## src/rtl/mem_port_req_sequencer.sv

```systemverilog
// Request sequencer for one memory port: queues requests, issues them in order,
// holds back reads that would hit an in-flight write, and returns read data.
module mem_port_req_sequencer #(
  parameter int unsigned DATA_WIDTH = 8,
  parameter int unsigned ADDR_WIDTH = 6,
  parameter int unsigned FIFO_DEPTH = 4,
  parameter int unsigned RD_LATENCY = 2,
  parameter int unsigned WR_LATENCY = 2
) (
  input  logic                         clka,
  input  logic                         i_rst,
  input  logic                         i_req_valid,
  output logic                         o_req_ready,
  input  logic                         i_req_we,
  input  logic [ADDR_WIDTH-1:0]        i_req_addr,
  input  logic [DATA_WIDTH-1:0]        i_req_data,
  output logic                         o_mem_en,
  output logic                         o_mem_we,
  output logic [ADDR_WIDTH-1:0]        o_mem_addr,
  output logic [DATA_WIDTH-1:0]        o_mem_din,
  input  logic [DATA_WIDTH-1:0]        i_mem_dout,
  output logic                         o_rd_valid,
  output logic [DATA_WIDTH-1:0]        o_rd_data,
  output logic [$clog2(FIFO_DEPTH):0]  o_fifo_count,
  output logic                         o_busy
);

  localparam int unsigned PTR_W = $clog2(FIFO_DEPTH);
  localparam int unsigned CNT_W = PTR_W + 1;

  typedef struct packed {
    logic                  we;
    logic [ADDR_WIDTH-1:0] addr;
    logic [DATA_WIDTH-1:0] data;
  } req_t;

  req_t                  fifo_q [FIFO_DEPTH];
  req_t                  fifo_d [FIFO_DEPTH];
  logic [PTR_W-1:0]      wr_ptr_q, wr_ptr_d;
  logic [PTR_W-1:0]      rd_ptr_q, rd_ptr_d;
  logic [CNT_W-1:0]      count_q, count_d;
  logic                  ready_q, ready_d;
  logic                  iss_valid_q, iss_valid_d;
  req_t                  iss_q, iss_d;
  logic [RD_LATENCY-1:0] rd_pipe_q, rd_pipe_d;
  logic                  rd_valid_q, rd_valid_d;
  logic [DATA_WIDTH-1:0] rd_data_q, rd_data_d;
  logic [WR_LATENCY-1:0] whist_v_q, whist_v_d;
  logic [ADDR_WIDTH-1:0] whist_a_q [WR_LATENCY];
  logic [ADDR_WIDTH-1:0] whist_a_d [WR_LATENCY];
  logic                  busy_q, busy_d;

  req_t                  head;
  logic                  push;
  logic                  pop;
  logic                  hazard;

  // A head read loaded now is sampled one edge later; the issue-register write is
  // sampled one edge before it, and history entry k sits k+2 edges before it.
  always_comb begin
    head   = fifo_q[rd_ptr_q];
    hazard = 1'b0;
    if (!head.we) begin
      if ((WR_LATENCY > 1) && iss_valid_q && iss_q.we && (iss_q.addr == head.addr)) begin
        hazard = 1'b1;
      end
      for (int unsigned k = 0; k + 2 < WR_LATENCY; k++) begin
        if (whist_v_q[k] && (whist_a_q[k] == head.addr)) begin
          hazard = 1'b1;
        end
      end
    end
    push = i_req_valid && ready_q;
    pop  = (count_q != '0) && !hazard;
  end

  always_comb begin
    fifo_d    = fifo_q;
    wr_ptr_d  = wr_ptr_q;
    rd_ptr_d  = rd_ptr_q;
    whist_a_d = whist_a_q;

    if (push) begin
      fifo_d[wr_ptr_q] = '{we: i_req_we, addr: i_req_addr, data: i_req_data};
      wr_ptr_d         = wr_ptr_q + PTR_W'(1);
    end
    if (pop) begin
      rd_ptr_d = rd_ptr_q + PTR_W'(1);
    end
    count_d = count_q + CNT_W'(push) - CNT_W'(pop);
    ready_d = count_d < CNT_W'(FIFO_DEPTH);

    iss_valid_d = pop;
    iss_d       = pop ? head : '0;

    // Both pipes advance every edge; slot 0 records what the memory samples now.
    rd_pipe_d = RD_LATENCY'({rd_pipe_q, (iss_valid_q && !iss_q.we)});
    whist_v_d = WR_LATENCY'({whist_v_q, (iss_valid_q && iss_q.we)});
    whist_a_d[0] = iss_q.addr;
    for (int unsigned i = 1; i < WR_LATENCY; i++) begin
      whist_a_d[i] = whist_a_q[i-1];
    end

    rd_valid_d = rd_pipe_q[RD_LATENCY-1];
    rd_data_d  = rd_pipe_q[RD_LATENCY-1] ? i_mem_dout : rd_data_q;

    busy_d = (count_d != '0) || iss_valid_d || (|rd_pipe_d) || (|whist_v_d);
  end

  always_ff @(posedge clka or posedge i_rst) begin
    if (i_rst) begin
      wr_ptr_q    <= '0;
      rd_ptr_q    <= '0;
      count_q     <= '0;
      ready_q     <= 1'b1;
      iss_valid_q <= 1'b0;
      iss_q       <= '0;
      rd_pipe_q   <= '0;
      rd_valid_q  <= 1'b0;
      rd_data_q   <= '0;
      whist_v_q   <= '0;
      whist_a_q   <= '{default: '0};
      busy_q      <= 1'b0;
    end else begin
      wr_ptr_q    <= wr_ptr_d;
      rd_ptr_q    <= rd_ptr_d;
      count_q     <= count_d;
      ready_q     <= ready_d;
      iss_valid_q <= iss_valid_d;
      iss_q       <= iss_d;
      rd_pipe_q   <= rd_pipe_d;
      rd_valid_q  <= rd_valid_d;
      rd_data_q   <= rd_data_d;
      whist_v_q   <= whist_v_d;
      whist_a_q   <= whist_a_d;
      busy_q      <= busy_d;
    end
  end

  // Entry storage needs no reset; occupancy is tracked by the pointers and count.
  always_ff @(posedge clka) begin
    fifo_q <= fifo_d;
  end

  assign o_req_ready  = ready_q;
  assign o_mem_en     = iss_valid_q;
  assign o_mem_we     = iss_q.we;
  assign o_mem_addr   = iss_q.addr;
  assign o_mem_din    = iss_q.data;
  assign o_rd_valid   = rd_valid_q;
  assign o_rd_data    = rd_data_q;
  assign o_fifo_count = count_q;
  assign o_busy       = busy_q;

endmodule

```

## config.mk

```make
export PLATFORM = sky130hd
export DESIGN_NAME = mem_port_req_sequencer
export DESIGN_NICKNAME = d
export VERILOG_FILES = /design/src/rtl/mem_port_req_sequencer.sv
export SDC_FILE = /design/constraint.sdc
export NUM_CORES = 1
export LEC_CHECK = 0
export BUFFER_PORTS_ARGS = -buffer_cell sky130_fd_sc_hd__buf_4
export CAP_MARGIN = 5
export CORE_MARGIN = 4
export CORE_UTILIZATION = 60
export CTS_CLUSTER_DIAMETER = 50
export DETAILED_ROUTE_END_ITERATION = 7
export PLACE_DENSITY = 0.84
export SLEW_MARGIN = 20
export SYNTH_ARGS = -nofsm -noshare
export SYNTH_HDL_FRONTEND = slang
export SYNTH_SLANG_ARGS = --single-unit
```

## constraint.sdc

```tcl
create_clock -name clka -period 6.65 [get_ports clka]
set_input_delay 0.665 -clock clka [delete_from_list [all_inputs] [get_ports clka]]
set_output_delay 0.665 -clock clka [all_outputs]
set_load 0.1 [all_outputs]
```

-- After elaboration in Yosys (flattened, before gate mapping)
Cells that the tools add are included.
- mux-type cells: 9
- bitwise gates (word level): 2
- reductions and logical operators: 15
- order comparisons: 4
- multipliers: 0
- shift operators: 0
- equality and inequality tests: 1
- add/subtract/negate cells: 4
- divide/modulo/power cells: 0
- operators by type and width (cell ; number):
    bitwise mux 60 bit ; 1
    two-way mux 15 bit ; 4
    binary-select mux 15 bit (select 2 bit) ; 1
    demux 15 bit (select 2 bit) ; 1
    == test 6 bit ; 1
    >= comparator 3 bit, second input constant ; 2
    logical AND 1 bit ; 6
    NOT 2 -> 3 bit ; 2
    nonzero test 3 bit ; 2
    adder 2 x 1 -> 2 bit, second input constant ; 2
    OR reduction 2 bit ; 2
    adder 3 x 1 -> 3 bit ; 1
    logical OR 1 bit ; 3
    less-than comparator 3 x 1 -> 1 bit, second input constant ; 1
    less-than comparator 3 bit, second input constant ; 1
    subtractor 3 x 1 -> 3 bit ; 1
    zero test 1 bit ; 2
    two-way mux 1 bit ; 2
- bits in writable memories: 0
- output and inout bits: 30
- memories: 0
- word-level logic and storage cells: 60
- bits of input ports: 26
- bits in read-only memories: 0
- latch bits: 0
- register bits: 97

-- Logic depth before layout (Yosys ltp)
Gate-level depths: netlist (run 1).
- word-level depth: 15
- mapped depth: 14
- gate-level depth less buffers: 12

-- Worst setup path after synthesis (run 1)
Ideal clock, no wire load.
- path kind: register to register
- start: reg iss_valid_q, in the netlist o_mem_en
- end: reg busy_q, in the netlist o_busy
- library setup time: 0.140 ns
- slack: 3.154 ns
- data required time: 6.510 ns
- path buffers: 1
- data arrival time: 3.356 ns
- stages on the path, launching flop included: 14
- clock period less this slack: 3.496 ns
- path through: dfrtp_1 -> and2_1 -> nor2b_1 -> nand4_2 -> o31ai_4 -> buf_6 -> inv_1 -> ha_1 -> inv_1 -> ha_1 -> fa_1 -> xnor2_1 -> xnor2_1 -> nand4_1
- longest elaborated chain between the ends: 11
- elaborated cells between the ends (all ways): 14
- classes of those cells: add/sub (1); mux (2); reduce/logical (11)
- ends and longest elaborated chain (item ; line ; RTL):
    start, declared ; 43 ; logic iss_valid_q, iss_valid_d;
    start signal, assigned ; 129 ; iss_valid_q <= iss_valid_d;
    logical AND 1 bit (*) ; 98 ; whist_v_d = WR_LATENCY'({whist_v_q, (iss_valid_q && iss_q.we)});
    net whist_v_d[0] ; 48 ; logic [WR_LATENCY-1:0] whist_v_q, whist_v_d;
    logical AND 1 bit (*) ; 64 ; if ((WR_LATENCY > 1) && iss_valid_q && iss_q.we && (iss_q.addr == head.addr)) begin
    two-way mux 1 bit (*) ; 64 ;
    two-way mux 1 bit (*) ; 63 ; if (!head.we) begin
    zero test 1 bit (*) ; 74 ; pop = (count_q != '0) && !hazard;
    logical AND 1 bit (*) ; 74 ;
    net iss_valid_d ; 43 ;
    subtractor 3 x 1 -> 3 bit ; 90 ; count_d = count_q + CNT_W'(push) - CNT_W'(pop);
    nonzero test 3 bit ; 107 ; busy_d = (count_d != '0) || iss_valid_d || (|rd_pipe_d) || (|whist_v_d);
    logical OR 1 bit (*) (3 in series) ; 107 ;
    net busy_d ; 51 ; logic busy_q, busy_d;
    end signal, assigned ; 136 ; busy_q <= busy_d;
    end, declared ; 51 ;
The timed path passes the listed nets; every way through them passes the cells marked *.
A chain may end at the register's enable or synchronous reset.

-- Worst setup path after layout (run 1)
- start: reg rd_ptr_q[0]
- end: reg busy_q, in the netlist o_busy
- longest elaborated chain between the ends: 15
- ends and longest elaborated chain (item ; line ; RTL):
    start, declared ; 40 ; logic [PTR_W-1:0] rd_ptr_q, rd_ptr_d;
    start signal, assigned ; 126 ; rd_ptr_q <= rd_ptr_d;
    NOT 2 -> 3 bit (not written as such) (*) ; 61 ; head = fifo_q[rd_ptr_q];
    binary-select mux 15 bit (select 2 bit) (*) ; 61 ;
    two-way mux 15 bit (not written as such) (*) (2 in series) ; 61 ;
    == test 6 bit ; 64 ;
    logical AND 1 bit ; 64 ;
    two-way mux 1 bit ; 64 ;
    two-way mux 1 bit (*) ; 63 ;
    zero test 1 bit (*) ; 74 ;
    logical AND 1 bit (*) ; 74 ;
    net iss_valid_d ; 43 ;
    subtractor 3 x 1 -> 3 bit ; 90 ;
    nonzero test 3 bit ; 107 ;
    logical OR 1 bit (*) (3 in series) ; 107 ;
    net busy_d ; 51 ;
The timed path passes the listed nets; every way through them passes the cells marked *. The select of a mux whose other input is x is not followed.

==> flow_metrics.py, run 1 <==
metrics = {
    "clocking": {
        "clkLatencyLatePin_ns": 0.36,
        "cts_buffers": 9,
        "cts_repair_resize_count": 0,
        "cts_sinks": 97,
        "ctsHoldBuffers": 0,
        "cts_tree": "done",
        "cts_htree_levels": 3,
        "cts_max_path_buffers": 2,
        "root_buffer": "clkbuf_8",
        "cts.clk_slew.worst_paths_ns": 0.09,
        "cts_setup_buffers": 0,
    },
    "timing": {
        "fin_tns_setup_ns": 0,
        "hold_viol": 0,
        "setup_viol": 0,
        "max_freq_mhz": 224,
        "skew_ns": 0.0107,
        "slew_headroom_pct": 32.6,
        "fin_crit_ns": 4.47,
        "worst_slew_pin_slew_ns": 1.01,
        "rsz0062_at_grt": "false",
        "drv_slew": 0,
        "fin_crit_sh_pct": 67.2,
    },
    "floorplan": {
        "pin_count": 56,
        "coreArea_mm2": 0.00592,
        "dieArea_mm2": 0.00741,
        "num_rows": 28,
        "initial_core_util_pct": 61.8,
        "die_width_um": 86.1,
        "die_h_um": 86.1,
    },
    "final_layout": {
        "fill_cells": 349,
        "seq_area_mm2": 0.00273,
        "synthToLayoutAreaGrowth_pct": 18.6,
        "antenna_cells": 0,
        "multiInputGateArea_um2": 845,
        "final_net_count": 282,
        "drive_gt1_share_pct": 39.8,
    },
    "yosys": {
        "synth_xor_area_share_pct": 3.04,
        "synthTopCellsByArea": "edfxtp_1 49%, dfrtp_1 25%, mux4_2 9.2%, mux2_2 2.8%, nor2b_1 2.2%",
        "yosysWarnings": 0,
        "synthArstFlopShare_pct": 38.1,
        "synth_edf_count": 60,
        "synth.most_common_cell": "edfxtp_1",
        "synth_top_family_by_area": "multiplexers",
        "synth_ff_type": "edfxtp_1",
        "yosys.area.top_type_share_pct": 49.3,
        "ys_seq_area_share_pct": 74.6,
        "avgSynthCellArea_um2": 19.5,
        "synth_simple_gate_area_share_pct": 4.62,
        "syn_nets": 221,
        "synthAdderAreaFrac_pct": 2.60,
        "ys_types": 25,
        "syn_inst": 188,
        "yosysTopAreaCell": "edfxtp_1",
        "syn_area_mm2": 0.00366,
        "synthTopCellsByCount": "60 x edfxtp_1, 36 x dfrtp_1, 15 x mux4_2",
        "synth-compound-area-share_pct": 0.821,
        "ys_ff_latch": 97,
        "synthMuxAreaShare_pct": 12.0,
    },
    "detailed_routing": {
        "dr.first_iter.drc_count": 158,
        "vias": 1770,
        "vias_per_cell": 5.38,
        "dr.pass1.iters": 4,
        "drt-total-wl_um": 5930,
        "ant_nets": 0,
        "drc": 0,
        "wl_per_cell_um": 18.0,
    },
    "setup_path": {
        "crit_path_start": "rd_ptr_q[0]",
        "worstPathMaxFanout": 18,
        "cp-start-kind": "register",
        "timing.rr.start": "rd_ptr_q[0]",
        "cp_data_arrival_time_ns": 4.66,
        "required_ns": 6.85,
        "ff2ff_setup_slack_ns": 2.18,
        "path_class": "register to register",
        "critPathCaptureType": "register",
    },
    "placement": {
        "portBuffers": 55,
        "hpwlAfterDp_um": 3990,
        "gp_congestion": 0.745,
    },
    "grt": {
        "grt_pass1_vias": 1932,
        "grt-ovfl-total": 0,
        "grt_first_pass_wirelength_um": 9550,
        "grt_usage_pct": 17.8,
        "grt_max_degree": 30,
        "antenna_found_initial": 0,
    },
    "run_status": {
        "status": "completed",
    },
    "hold_path": {
        "hp-class": "input port to async pin",
    },
    "job": {
        "maxCapViolCount": 0,
    },
}
[kinds of logic after synthesis]
family / after synthesis
AOI/OAI and AO/OA: 2
xor gates and xnor gates: 11
adders and majority gates: 7
buffers and inverters: 18
DFF: 97
muxes: 24
and+or+nand+nor: 29
[flip-flops by register name, indices dropped and copies added (netlist names)]
register	count
fifo_q	60
o_mem_din	8
o_rd_data	8
o_mem_addr	6
o_fifo_count	3
rd_pipe_q	2
rd_ptr_q	2
wr_ptr_q	2
o_busy	1
o_mem_en	1
o_mem_we	1
o_rd_valid	1
o_req_ready	1
whist_v_q	1
[critical path, cell delays in order, from the launching register on]
cell     delay (ns)
dfrtp_1        1.02
mux4_2         0.62
xnor2_1        0.18
nand4_2        0.15
o31ai_4        0.71
inv_1          0.16
ha_1           0.33
inv_1          0.04
ha_1           0.19
fa_1           0.38
xnor2_1        0.14
xnor2_1        0.25
nand4_1        0.12
[per-stage QoR]
step                      worst slack (ns)  utilization (%)  area [µm²]  hold WS (ns)  cells
after detailed placement              2.12             69.8        4130         0.372    313
after floorplan                       3.15                -        3660         0.352    188
after global routing                  1.78             73.3        4340         0.272    329
after global placement                2.24             69.8        4130         0.363    313
final                                 2.18             73.3        4340         0.261    329
after CTS                             2.11             73.3        4340         0.259    329
[layout by cell type (no fill, tap or decap)]
cell        count
edfxtp_1       60
buf_4          56
dfrtp_1        36
mux4_2         15
nor2b_1        13
inv_1          12
clkbuf_8       10
mux2_2          9
xnor2_1         8
ha_1            6
nor2_1          5
and3_1          4
xnor2_2         2
nand2_1         2
clkinv_4        2
clkinvlp_4      2
xor2_1          1
and2_1          1
nand4_2         1
or3_1           1
o31ai_4         1
nor3_1          1
nand4_1         1
o311ai_1        1
fa_1            1
bufinv_16       1
clkinv_2        1
dfstp_2         1
[final timing paths]
check,cells after the start,to
worst max-delay path,12,o_busy
worst min-delay path,2,o_mem_din[3]
worst max register to register,12,o_busy
worst min register to register,0,rd_pipe_q[1]
max in group asynchronous,3,o_req_ready
min in group clka,0,rd_pipe_q[1]
[cell type report]
| type | count | share of cell area (%) |
|---|---|---|
| repair buffers | 56 | 9.69 |
| clock inverters | 6 | 1.56 |
| clock buffers | 10 | 3.17 |
| flip-flops and latches | 97 | 62.9 |
| inverters | 12 | 1.04 |
| multi-input cells | 73 | 19.5 |
| well taps | 75 | 2.16 |
[per-layer routing]
layer | part of all wire, % | GRT usage (%)
met1 | 41 | 21.7
met2 | 52 | 29.7
met3 | 6.3 | 5.67
met4 | 1.4 | 6.76
met5 | 0 | 0
Power of run 1 is not shown: default switching activity piles up to over one toggle a cycle in this logic, so the estimate is an artifact.
==> run 2, diff against run 1 <==
CORE_UTILIZATION = 50   (was 60)
PLACE_DENSITY = 0.74   (was 0.84)
clock period = 4.1 ns   (was 6.65 ns; I/O delays follow)
==> run 2 against run 1 <==
  * Maximum frequency grew 30%
  * Worst hold slack worse by 0.083 ns
  * Setup slack got worse by 1.5 ns
  * Core utilization decreased by 9.9 points
  * Non-clock buffer count rose by 3
  * Register-to-register slack worse by 1.5 ns
  * Critical path type unchanged
  * Critical endpoint unchanged
==> flow_metrics.py, run 2 (synthesis gave the netlist of run 1 again) <==
metrics = {
    "final_layout": {
        "synthToLayoutAreaGrowth_pct": 20.3,
        "layout_common_cells": "60 x edfxtp_1, 59 x buf_4, 36 x dfrtp_1",
        "antenna_cells": 0,
        "fin_area_mm2": 0.00440,
        "largest_reg_flops": 60,
        "final_common_cell": "edfxtp_1",
        "final_net_count": 285,
        "drive_gt1_share_pct": 40.5,
        "fill_cells": 530,
        "regMostFlops": "fifo_q",
    },
    "floorplan": {
        "die_h_um": 93.5,
        "pin_count": 56,
        "num_rows": 30,
        "initial_core_util_pct": 52.7,
        "coreArea_mm2": 0.00694,
        "dieArea_mm2": 0.00875,
        "die_width_um": 93.5,
    },
    "job": {
        "maxCapViolCount": 0,
    },
    "placement": {
        "hpwlAfterDp_um": 3850,
        "gp_congestion": 0.752,
        "portBuffers": 55,
        "dpl-instance-area_mm2": 0.00418,
    },
    "detailed_routing": {
        "vias": 1765,
        "drt-total-wl_um": 5760,
        "drc": 0,
        "vias_per_cell": 5.00,
        "dr.pass1.iters": 4,
        "ant_nets": 0,
        "dr.first_iter.drc_count": 61,
        "wl_per_cell_um": 16.3,
    },
    "grt": {
        "grtUsageMet2_pct": 24.3,
        "grt_usage_pct": 14.8,
        "grt-ovfl-total": 0,
        "antenna_found_initial": 0,
        "grt_pass1_vias": 1810,
        "grt.met3_usage_pct": 2.98,
        "grt_first_pass_wirelength_um": 9520,
        "grt_use_met1_pct": 19.1,
        "grt_max_degree": 38,
        "grt_busiest_layer": "met2",
    },
    "clocking": {
        "cts_setup_buffers": 0,
        "cts.clk_slew.worst_paths_ns": 0.09,
        "clkLatencyLatePin_ns": 0.34,
        "cts_tree": "done",
        "cts_max_path_buffers": 2,
        "cts_sinks": 97,
        "cts_repair_resize_count": 0,
        "cts_buffers": 9,
        "root_buffer": "clkbuf_8",
        "cts_htree_levels": 3,
        "ctsHoldBuffers": 0,
    },
    "setup_path": {
        "critPathCaptureType": "register",
        "path_cells": "mux4_2 > xnor2_2 > nand4_2 > o31ai_4 > inv_1 > ha_1 > inv_1 > ha_1 > fa_1 > xnor2_1 > xnor2_1 > nand4_1",
        "timing.rr.start": "rd_ptr_q[1]",
        "path_class": "register to register",
        "cpPeakStageDelay_ns": 0.82,
        "r2r_end": "o_busy",
        "required_ns": 4.32,
        "ff2ff_setup_slack_ns": 0.65,
        "cp_slowest_cell": "dfrtp_1",
        "worstPathMaxFanout": 16,
        "cp-start-kind": "register",
        "crit_end": "o_busy",
        "reg2reg_depth": 12,
        "cp_data_arrival_time_ns": 3.66,
        "crit_path_start": "rd_ptr_q[1]",
    },
    "timing": {
        "skew_ns": 0.00982,
        "slew_headroom_pct": 44.9,
        "max_freq_mhz": 290,
        "drv_slew": 0,
        "hold_viol": 0,
        "fin_tns_setup_ns": 0,
        "fin_crit_sh_pct": 84.0,
        "fin_crit_ns": 3.45,
        "worst_slew_pin_slew_ns": 0.827,
        "setup_viol": 0,
        "rsz0062_at_grt": "false",
    },
    "hold_path": {
        "hp-class": "input port to async pin",
    },
    "run_status": {
        "status": "completed",
    },
}
[run 2: per-layer routing]
metal,vias to the layer above,routed length (µm),part of all wire (%)
li1,819,-,-
met1,893,2330,40
met2,49,3030,53
met3,4,359,6.2
met4,0,45,0.78
met5,-,0,0
[run 2: how the worst min path moves through the flow]
stage / start / endpoint / depth (start not counted) / slack [ns]
final: i_rst / o_mem_din[0] / 3 / 0.18
after CTS: i_rst / o_mem_din[6] / 3 / 0.18
after detailed placement: rd_pipe_q[0] / rd_pipe_q[1] / 0 / 0.37
after floorplan: rd_pipe_q[1] / o_rd_valid / 0 / 0.35
after global placement: rd_pipe_q[0] / rd_pipe_q[1] / 0 / 0.36
after global routing: i_rst / o_mem_din[0] / 3 / 0.21
[run 2: worst max-delay path: cells and delay by family, from the launching register on]
kind / cells / cell delay (ns)
and+or+nand+nor: 2 / 0.29
xor gates and xnor gates: 3 / 0.54
buffers and inverters: 2 / 0.13
adders and majority gates: 3 / 0.84
DFF: 1 / 0.82
AOI/OAI and AO/OA: 1 / 0.25
muxes: 1 / 0.46
[run 2: cell type report]
| type | instances | area (µm²) | share of cell area [%] |
|---|---|---|---|
| Multi-Input combinational cell | 73 | 845 | 19.2 |
| Timing Repair Buffer | 59 | 443 | 10.1 |
| Clock buffer | 9 | 124 | 2.81 |
| Clock inverter | 7 | 95.1 | 2.16 |
| Sequential cell | 97 | 2730 | 62.0 |
| Tap cell | 96 | 120 | 2.73 |
| Inverter | 12 | 45.0 | 1.02 |
[run 2: stage by stage]
step	hold slack (ns)	instances	utilization [%]	worst slack, ns
2_1_floorplan	0.352	188	-	0.604
3_3_place_gp	0.364	337	60.2	0.725
3_5_place_dp	0.369	337	60.2	0.624
4_1_cts	0.176	353	63.4	0.638
5_1_grt	0.213	353	63.4	0.385
6_report	0.178	353	63.4	0.655
Power of run 2 is left out for the same reason.
